`src/rtl/vga_scan_engine.sv`:
```
// vga_scan_engine: parametrised VGA timing, framebuffer fetch, test patterns.
// In: clk, rst (async low), en, pattern_sel, fb_rdata. Out: fb_rd_en/x/y, pins.
module vga_scan_engine #(
  parameter int H_ACTIVE   = 640,
  parameter int H_FP       = 16,
  parameter int H_SYNC     = 96,
  parameter int H_BP       = 48,
  parameter int V_ACTIVE   = 480,
  parameter int V_FP       = 10,
  parameter int V_SYNC     = 2,
  parameter int V_BP       = 33,
  parameter bit SYNC_POL   = 1'b0,
  parameter int SCALE_LOG2 = 0,
  parameter int FB_LATENCY = 0,
  parameter int COLOR_W    = 8
) (
  input  logic                 clk,
  input  logic                 rst,
  input  logic                 en,
  input  logic [1:0]           pattern_sel,
  output logic                 fb_rd_en,
  output logic [9:0]           fb_x,
  output logic [8:0]           fb_y,
  input  logic [3*COLOR_W-1:0] fb_rdata,
  output logic                 hsync,
  output logic                 vsync,
  output logic                 blank_n,
  output logic [COLOR_W-1:0]   vga_r,
  output logic [COLOR_W-1:0]   vga_g,
  output logic [COLOR_W-1:0]   vga_b,
  output logic                 sof
);

  localparam int H_TOTAL = H_ACTIVE + H_FP + H_SYNC + H_BP;
  localparam int V_TOTAL = V_ACTIVE + V_FP + V_SYNC + V_BP;
  localparam int HW  = $clog2(H_TOTAL + 1);
  localparam int VW  = $clog2(V_TOTAL + 1);
  localparam int HW3 = HW + 3;
  localparam int CW3 = 3 * COLOR_W;
  localparam int DW  = 6 + CW3;

  localparam logic [HW-1:0] H_LAST = HW'(H_TOTAL - 1);
  localparam logic [HW-1:0] HA_C   = HW'(H_ACTIVE);
  localparam logic [HW-1:0] HS_B   = HW'(H_ACTIVE + H_FP);
  localparam logic [HW-1:0] HS_E   = HW'(H_ACTIVE + H_FP + H_SYNC);
  localparam logic [VW-1:0] V_LAST = VW'(V_TOTAL - 1);
  localparam logic [VW-1:0] VA_C   = VW'(V_ACTIVE);
  localparam logic [VW-1:0] VS_B   = VW'(V_ACTIVE + V_FP);
  localparam logic [VW-1:0] VS_E   = VW'(V_ACTIVE + V_FP + V_SYNC);
  localparam logic [HW3-1:0] HA8   = HW3'(H_ACTIVE);

  typedef enum logic {IDLE = 1'b0, RUN = 1'b1} state_e;

  state_e          st_q, st_d;
  logic [HW-1:0]   h_q, h_d;
  logic [VW-1:0]   v_q, v_d;

  always_ff @(posedge clk or negedge rst) begin
    if (!rst) begin
      st_q <= IDLE;
      h_q  <= '0;
      v_q  <= '0;
    end else begin
      st_q <= st_d;
      h_q  <= h_d;
      v_q  <= v_d;
    end
  end

  // Stop only on the last pixel of a frame so a frame is never cut short.
  always_comb begin
    st_d = st_q;
    h_d  = h_q;
    v_d  = v_q;
    case (st_q)
      IDLE: begin
        h_d = '0;
        v_d = '0;
        if (en) st_d = RUN;
      end
      default: begin
        if (h_q == H_LAST) begin
          h_d = '0;
          if (v_q == V_LAST) begin
            v_d = '0;
            if (!en) st_d = IDLE;
          end else begin
            v_d = v_q + VW'(1);
          end
        end else begin
          h_d = h_q + HW'(1);
        end
      end
    endcase
  end

  logic            run, act0, hs0, vs0, sof0;
  logic [HW3-1:0]  h8;
  logic [2:0]      bar_idx, bar_m, pat_m;
  logic [CW3-1:0]  pat0;
  logic [HW-1:0]   hx;
  logic [VW-1:0]   vy;

  always_comb begin
    run  = (st_q == RUN);
    act0 = run && (h_q < HA_C) && (v_q < VA_C);
    hs0  = run && (h_q >= HS_B) && (h_q < HS_E);
    vs0  = run && (v_q >= VS_B) && (v_q < VS_E);
    sof0 = run && (h_q == '0) && (v_q == '0);
  end

  assign h8      = {h_q, 3'b000};
  assign bar_idx = 3'(h8 / HA8);

  // Bar mask is {R,G,B}: white, yellow, cyan, green, magenta, red, blue, black.
  always_comb begin
    bar_m = 3'b000;
    case (bar_idx)
      3'd0:    bar_m = 3'b111;
      3'd1:    bar_m = 3'b110;
      3'd2:    bar_m = 3'b011;
      3'd3:    bar_m = 3'b010;
      3'd4:    bar_m = 3'b101;
      3'd5:    bar_m = 3'b100;
      3'd6:    bar_m = 3'b001;
      default: bar_m = 3'b000;
    endcase
  end

  always_comb begin
    pat_m = 3'b000;
    case (pattern_sel)
      2'd1:    pat_m = bar_m;
      2'd2:    pat_m = {3{h_q[3] ^ v_q[3]}};
      2'd3:    pat_m = 3'b111;
      default: pat_m = 3'b000;
    endcase
  end

  assign pat0 = {{COLOR_W{pat_m[2]}}, {COLOR_W{pat_m[1]}},
                 {COLOR_W{pat_m[0]}}};

  assign hx       = h_q >> SCALE_LOG2;
  assign vy       = v_q >> SCALE_LOG2;
  assign fb_x     = act0 ? 10'(hx) : 10'd0;
  assign fb_y     = act0 ? 9'(vy) : 9'd0;
  assign fb_rd_en = act0 && (pattern_sel == 2'd0);

  // Everything travels with the request so fb_rdata meets its own pixel.
  logic [DW-1:0] s0, sl;
  assign s0 = {act0, hs0, vs0, sof0, pattern_sel, pat0};

  generate
    if (FB_LATENCY == 0) begin : g_nodly
      assign sl = s0;
    end else begin : g_dly
      logic [DW-1:0] dl_q [FB_LATENCY];
      always_ff @(posedge clk or negedge rst) begin
        if (!rst) begin
          for (int i = 0; i < FB_LATENCY; i++) dl_q[i] <= '0;
        end else begin
          dl_q[0] <= s0;
          for (int i = 1; i < FB_LATENCY; i++) dl_q[i] <= dl_q[i-1];
        end
      end
      assign sl = dl_q[FB_LATENCY-1];
    end
  endgenerate

  logic           sl_act, sl_hs, sl_vs, sl_sof;
  logic [1:0]     sl_psel;
  logic [CW3-1:0] sl_pat;
  assign {sl_act, sl_hs, sl_vs, sl_sof, sl_psel, sl_pat} = sl;

  logic           blank_q, blank_d, hs_q, hs_d, vs_q, vs_d, sof_q, sof_d;
  logic [CW3-1:0] rgb_q, rgb_d;

  always_comb begin
    blank_d = sl_act;
    hs_d    = sl_hs ? SYNC_POL : ~SYNC_POL;
    vs_d    = sl_vs ? SYNC_POL : ~SYNC_POL;
    sof_d   = sl_sof;
    rgb_d   = '0;
    if (sl_act) rgb_d = (sl_psel == 2'd0) ? fb_rdata : sl_pat;
  end

  always_ff @(posedge clk or negedge rst) begin
    if (!rst) begin
      blank_q <= 1'b0;
      hs_q    <= ~SYNC_POL;
      vs_q    <= ~SYNC_POL;
      sof_q   <= 1'b0;
      rgb_q   <= '0;
    end else begin
      blank_q <= blank_d;
      hs_q    <= hs_d;
      vs_q    <= vs_d;
      sof_q   <= sof_d;
      rgb_q   <= rgb_d;
    end
  end

  assign blank_n = blank_q;
  assign hsync   = hs_q;
  assign vsync   = vs_q;
  assign sof     = sof_q;
  assign {vga_r, vga_g, vga_b} = rgb_q;

endmodule

```
`config.mk`:
```
export PLATFORM = sky130hd
export DESIGN_NAME = vga_scan_engine
export DESIGN_NICKNAME = d
export VERILOG_FILES = /design/src/rtl/vga_scan_engine.sv
export SDC_FILE = /design/constraint.sdc
export NUM_CORES = 1
export LEC_CHECK = 0
export CAP_MARGIN = 20
export CORE_ASPECT_RATIO = 1.75
export CORE_MARGIN = 10
export CORE_UTILIZATION = 51
export CTS_CLUSTER_SIZE = 14
export DETAILED_ROUTE_END_ITERATION = 7
export GPL_TIMING_DRIVEN = 0
export PLACE_DENSITY_LB_ADDON = 0.05
export SLEW_MARGIN = 20
export SYNTH_ARGS = -nofsm -noshare
export SYNTH_HDL_FRONTEND = slang
export SYNTH_SLANG_ARGS = --single-unit
```
`constraint.sdc`:
```
create_clock -name clk -period 4.21 [get_ports clk]
set_clock_uncertainty 0.1 [all_clocks]
set_input_delay 0.842 -clock clk [delete_from_list [all_inputs] [get_ports clk]]
set_output_delay 0.842 -clock clk [all_outputs]
set_load 0.05 [all_outputs]
```
==> metrics.md, run 1 <==
| Metric | Value |
|---|---|
| Status | finished, final reports clean |
| Post-layout min period | approximately 3.7 ns |
| Mapped Area | about 0.0026 mm^2 |
| Async SR Flop Fraction | 100% |
| Hold-fix buffers, CTS | 0 |
| Reg-to-reg slack, setup | around 2.1 ns |
| Nets@finish | between 300 and 400 |
| Top_reg_cell synth | dfrtp_1 |
| Fin. max-slew vios | 0 |
| Critical path type | reg -> out |
| Syn_area_per_cell | between 9 and 10 um^2 |
| Clk slew on worst S/H paths | roughly 0.09 ns |
| Synth cell types | 50 |
| Top-count cell post-synth | dfrtp_1 |
| Worst Path Required | 3.27 ns |
| CTS root buf | clkbuf_8 |
| Xor-xnor portion of the synthesized cell area | around 4.0% |
| DRC Markers | 0 |
| Pwr/cell area | between 200 and 300 mW/mm^2 |
| Synth cell count leaders | dfrtp_1, nor2_1, and2_1 |
| Total clock sinks | 49 |
| Global placement routability congestion | just under 0.9 |
| Simple-gate share of the synthesized area | about 25% |
| Routed Antenna Nets | 0 |
| Top-area cell type share of the netlist area | between 40 and 50% |
| Yosys warning count | 0 |
| Adder-cell area share of the yosys netlist | under 10% |
| Crit path max fanout | 10 |
| Setup TNS | 0 ns |
| Max Freq | approximately 0.27 GHz |
| EDFF count, synth | 0 |
| Port bufs | 76 |
| Largest family of logic cells by synthesized area | simple AND/OR/NAND/NOR gates |
| Cell count after placement | roughly 400 |
| Seq cells post-synth | slightly below 50 |
| Total Routed Length | roughly 7000 um |
| Initial Utilization | a little over half |
| Cell taking the most area after synthesis | dfrtp_1 |
| Die H | ~110 um |
| Ports | 77 |
| Cells after Synth | roughly 270 |
| Post-CTS Setup Inserts | 0 |
| Hold Crit Class | in -> async |
| CP Launch Type | register |
| Starting DRT DRC Count | 94 |
| Setup WS post-layout | around 0.54 ns |
| # rows | 34 |
| Fin crit share | between 80 and 90% |
| Peak supply drop | 268 uV |
| Worst Setup End Kind | output pin |
| Syn nets | around 300 |
| Slew headroom | around three fifths |
| First-pass GRT wire length | approximately 12000 um |
| Largest net degree at the start of global routing | 30 |
| Top cells by area, synth | dfrtp_1, and2_1, nor2_1 |
| Num CTS Buffers | 5 |
| Arr. time, crit path | 2.73 ns |
| Post-route insts no fill | just over 400 |
| CTS max path bufs | 2 |
| Initial antenna violation count | 0 |
| DR vias/cell | between 5 and 6 |
| Post-synthesis mux area share | less than 1% |
| Final instance area | 0.00357 mm^2 |
| GRT Residual Overflow | 0 |
| Final setup viols | 0 |
| RSZ-0062 raised after global routing | false |
| Pre-Repair DR Iteration Count | 4 |
| Die area | ~0.0085 mm^2 |
| Core ar. | 0.00498 mm^2 |
| Lkg Pwr | between 1 and 1.5 nW |
| DP HPWL | ~5400 um |
| Post-synthesis sequential area ratio | 46.8% |
| Layout area overhead | 36.0% |
| Max Cap Violations | 0 |
| Post-synthesis compound-gate area fraction | between 10% and 20% |
| DR WL/cell | between 15 and 20 um |
| PostCTS Resize Cnt | 0 |
| CTS tree | built |
| Global Route Usage Sum | 17.0% |
| H-Tree Level Count | 2 |
| Total number of vias | ~2300 |
| Post-Place Setup Slack | between 0.8 and 0.9 ns |
| Die Wd | 74.2 um |
| Final hold vios | 0 |
| Vias in the first global route | 2386 |
| Diode count | 0 |
| Clk Latency, worst-skew pair | 0.31 ns |
| Dpl cell area | approximately 0.0035 mm^2 |
| Share of cells above drive strength 1 | 7.87% |
| Worst-margin pin slew | 0.594 ns |
## kinds of logic after synthesis
family | count (synthesis)
compound gates | 55
xor+xnor | 12
fa+ha+maj | 5
buf+inv | 30
flops | 49
mux | 2
simple gates | 118
## stage by stage
| stage | utilization (%) | total power [mW] | hold WS, ns |
|---|---|---|---|
| 6_report | 71.7 | 0.959 | 0.401 |
| 5_1_grt | 71.7 | 0.996 | 0.416 |
| 4_1_cts | 71.7 | 0.968 | 0.406 |
| 3_5_place_dp | 69.7 | 0.665 | 0.425 |
| 3_3_place_gp | 69.4 | 0.660 | 0.414 |
| 2_1_floorplan | - | 0.585 | 0.380 |
## metal layers
layer / GRT usage (%) / up-vias / routed length [um]
met5: 0 / - / 0
met4: 5.76 / 0 / 104
met3: 4.06 / 9 / 508
met2: 31.1 / 77 / 3890
met1: 18.3 / 1096 / 2540
li1: - / 1095 / -
## registers in the layout, indices dropped and copies added, names as in the netlist
name	cells
rgb_q	24
h_q	10
v_q	10
blank_n	1
hsync	1
run	1
sof	1
vsync	1
## power breakdown
group	leakage, nW	internal [mW]	total [mW]	switching [mW]
clock	0.0542	0.149	0.307	0.158
sequential	0.577	0.487	0.491	0.00396
combinational	0.851	0.0640	0.162	0.0981
total	1.48	0.700	0.959	0.260
## critical path: stages (launching register included)
cell	delay, ns
dfrtp_1	0.44
buf_4	0.21
o21ai_0	0.16
and4_1	0.28
clkbuf_1	0.31
and2_1	0.20
clkdlybuf4s50_1	0.81
## cell usage in the layout (no fill, tap or decap), types with 3 or more instances in the layout
cell type	count
o21a_1	16
nand2_1	11
a21oi_1	6
nor4_1	4
nand3_1	7
a22o_1	5
clkbuf_1	7
o21ai_0	9
o22ai_1	3
buf_2	7
and3_1	7
buf_4	4
nor2_1	32
xnor2_1	9
o21bai_1	3
clkdlybuf4s50_1	75
nor2b_1	9
a311oi_1	3
nor3_1	4
nand3b_1	4
clkbuf_8	7
or3_1	4
dfrtp_1	47
inv_1	11
ha_1	4
xor2_1	3
and2_1	20
## final timing paths
kind                        start  endpoint  depth (start not counted)
hold / removal                rst    v_q[0]                          1
min in group clk           h_q[0]    h_q[0]                          1
setup / recovery           h_q[7]   fb_x[6]                          6
hold reg to reg            h_q[0]    h_q[0]                          1
max in group asynchronous     rst     vsync                          2
setup reg to reg           h_q[1]    v_q[8]                          6
## area by class of cell
class / count / area (um^2)
clock inverters: 1 / 5.00
repair buffers: 77 / 776
plain buffers: 19 / 109
flip-flops and latches: 49 / 1230
well taps: 54 / 67.6
inverters: 11 / 41.3
multi-input cells: 192 / 1240
fillers: 393 / 1410
clock buffers: 7 / 96.3
Power figures use the tool's default switching activity.
==> run 2: changes to the inputs <==
--- a/constraint.sdc
+++ b/constraint.sdc
@@ -4,2 +4,2 @@
 set_output_delay 0.842 -clock clk [all_outputs]
-set_load 0.05 [all_outputs]
+set_load 0.01 [all_outputs]
==> results of run 2 <==
The final DEF is identical to that of run 1. Status: finished, final reports clean.
Main changes from that run: setup slack after placement 0.870 ns -> 1.14 ns; setup slack after layout 0.542 ns -> 0.809 ns; total power 0.959 mW -> 0.905 mW; worst IR drop on VDD 268 uV -> 258 uV
==> run 3: changes to the inputs <==
Settings changed: CORE_UTILIZATION 51 to 43.
Clock period 4.21 ns to 3.05 ns, I/O delays scaled along.
==> metrics.md, run 3 (synthesized netlist as in run 1, its figures left out) <==
| Metric | Value |
|---|---|
| R2R Path Start | h_q[0] (was h_q[1]) |
| Die H | 123 um (was 115 um) |
| Global placement routability congestion | 0.856 (was 0.878) |
| Crit path max fanout | 10 (unchanged) |
| Routed Antenna Nets | 0 (unchanged) |
| Arr. time, crit path | 2.22 ns (was 2.46 ns) |
| Max Freq | roughly 0.34 GHz |
| Setup TNS | 0 ns (unchanged) |
| Total clock sinks | 49 (unchanged) |
| CTS root buf | clkbuf_8 (unchanged) |
| Peak supply drop | 272 uV (was 258 uV) |
| Lkg Pwr | 1.64 nW (was 1.48 nW) |
| Max Cap Violations | 0 (unchanged) |
| Layout area overhead | 39.2% (was 36.0%) |
| FILL cells | 558 (was 393) |
| Post-layout min period | between 2 and 3 ns |
| Diode count | 0 (unchanged) |
| Hold-fix buffers, CTS | 0 (unchanged) |
| H-Tree Level Count | 2 (unchanged) |
| Biggest register | rgb_q (unchanged) |
| Fin crit share | a little over nine tenths |
| CTS max path bufs | 2 (unchanged) |
| DR vias/cell | 5.20 (was 5.55) |
| Status | finished, final reports clean (unchanged) |
| Clk slew on worst S/H paths | 0.09 ns (about the same) |
| RSZ-0062 raised after global routing | false (unchanged) |
| DP HPWL | 5730 um (was 5440 um) |
| Commonest non-fill, non-tap cells in the layout | clkdlybuf4s50_1, dfrtp_1, nor2_1 (unchanged) |
| First-pass GRT wire length | 11900 um (was 11700 um) |
| Post-Place Setup Slack | 0.177 ns (was 1.14 ns) |
| Clk Latency, worst-skew pair | 0.32 ns (was 0.31 ns) |
| Cell count after placement | 426 (was 402) |
| Metal-1 WL | 2670 um (was 2540 um) |
| Worst-margin pin slew | 0.552 ns (was 0.594 ns) |
| Worst Path Required | 2.34 ns (was 3.27 ns) |
| Setup crit start | h_q[7] (unchanged) |
| DRC Markers | 0 (unchanged) |
| Setup WS post-layout | 0.122 ns (was 0.809 ns) |
| Die area | 0.00975 mm^2 (was 0.00853 mm^2) |
| Hold Crit Class | in -> async (unchanged) |
| Regs by FF count | rgb_q: 24 flops, h_q: 10 flops, v_q: 10 flops (unchanged) |
| Post-route insts no fill | 434 (was 410) |
| Initial Utilization | 44.3% (was 52.7%) |
| Final setup viols | 0 (unchanged) |
| Num CTS Buffers | 5 (unchanged) |
| Ports | 77 (unchanged) |
| Pre-Repair DR Iteration Count | 4 (unchanged) |
| Largest net degree at the start of global routing | 31 (was 30) |
| Number of flip-flops in the largest register | 24 (unchanged) |
| # rows | 37 (was 34) |
| Critical path type | reg -> out (unchanged) |
| Core ar. | 0.00593 mm^2 (was 0.00498 mm^2) |
| Highest routed layer | met4 (unchanged) |
| WHS | 0.129 ns (was 0.401 ns) |
| Nets@finish | 388 (unchanged) |
| Final Core Density | 61.6% (was 71.7%) |
| Vias in the first global route | 2325 (was 2386) |
| Global Route Usage Sum | 15.5% (was 17.0%) |
| CTS tree | built (unchanged) |
| Port bufs | 76 (unchanged) |
| Worst Setup End Kind | output pin (unchanged) |
| Fin. max-slew vios | 0 (unchanged) |
| Initial antenna violation count | 0 (unchanged) |
| Slew headroom | 63.1% (was 60.3%) |
| Die Wd | 79.1 um (was 74.2 um) |
| Commonest non-fill, non-tap cell in the layout | clkdlybuf4s50_1 (unchanged) |
| Total number of vias | 2255 (was 2277) |
| Share of cells above drive strength 1 | 8.99% (was 7.87%) |
| GRT Residual Overflow | 0 (unchanged) |
| Pwr/cell area | 360 mW/mm^2 (was 254 mW/mm^2) |
| Met3 routed WL | 450 um (was 508 um) |
| Metal2 WL | 3980 um (was 3890 um) |
| Starting DRT DRC Count | 41 (was 94) |
| DR WL/cell | 16.7 um (was 17.2 um) |
| Total Routed Length | 7270 um (was 7040 um) |
| Final hold vios | 0 (unchanged) |
| CP Launch Type | register (unchanged) |
## run 3: critical path, stage by stage, from the launching register on
cell             delay, ns
dfrtp_2               0.45
buf_4                 0.19
o21ai_1               0.14
and4_4                0.26
clkbuf_4              0.19
and2_1                0.13
clkdlybuf4s50_1       0.55
## run 3: per-stage QoR
stage | power [mW] | area, um^2
after floorplan | 0.734 | 2620
after detailed placement | 0.843 | 3500
after CTS | 1.33 | 3620
final | 1.31 | 3650
after global placement | 0.838 | 3480
after global routing | 1.37 | 3650
## run 3: report_power, final
| part | internal [mW] | switching (mW) |
|---|---|---|
| registers | 0.672 | 0.00543 |
| clock network | 0.267 | 0.222 |
| logic | 0.0887 | 0.0600 |
## run 3: layout make-up
class / count / area (um^2) / area share [%]
multi-input combinational: 192 / 1250 / 34.2
sequential: 49 / 1230 / 33.7
timing repair buffer: 77 / 798 / 21.9
buffer: 19 / 116 / 3.19
tap: 78 / 97.6 / 2.67
clock buffer: 6 / 82.6 / 2.26
inverter: 11 / 41.3 / 1.13
clock inverter: 2 / 37.5 / 1.03
## run 3: routing by layer
layer,vias to the layer above,track usage (%)
met5,-,0
met4,0,6.64
li1,1098,-
met3,11,4.65
met1,1071,14.6
met2,75,29.6
## run 3: worst paths after layout
check | to | slack, ns | cells after the start
max | fb_x[4] | 0.12 | 6
min | rgb_q[11] | 0.13 | 1
max reg2reg | v_q[9] | 0.88 | 6
min reg2reg | h_q[0] | 0.45 | 1
max in group asynchronous | hsync | 2.14 | 2
min in group clk | h_q[0] | 0.45 | 1
## run 3: repair_timing
| action | in CTS | in global routing |
|---|---|---|
| resized for setup | 4 | 13 |
| setup buffers | 0 | 0 |
| endpoints found under the setup margin | 19 | 20 |
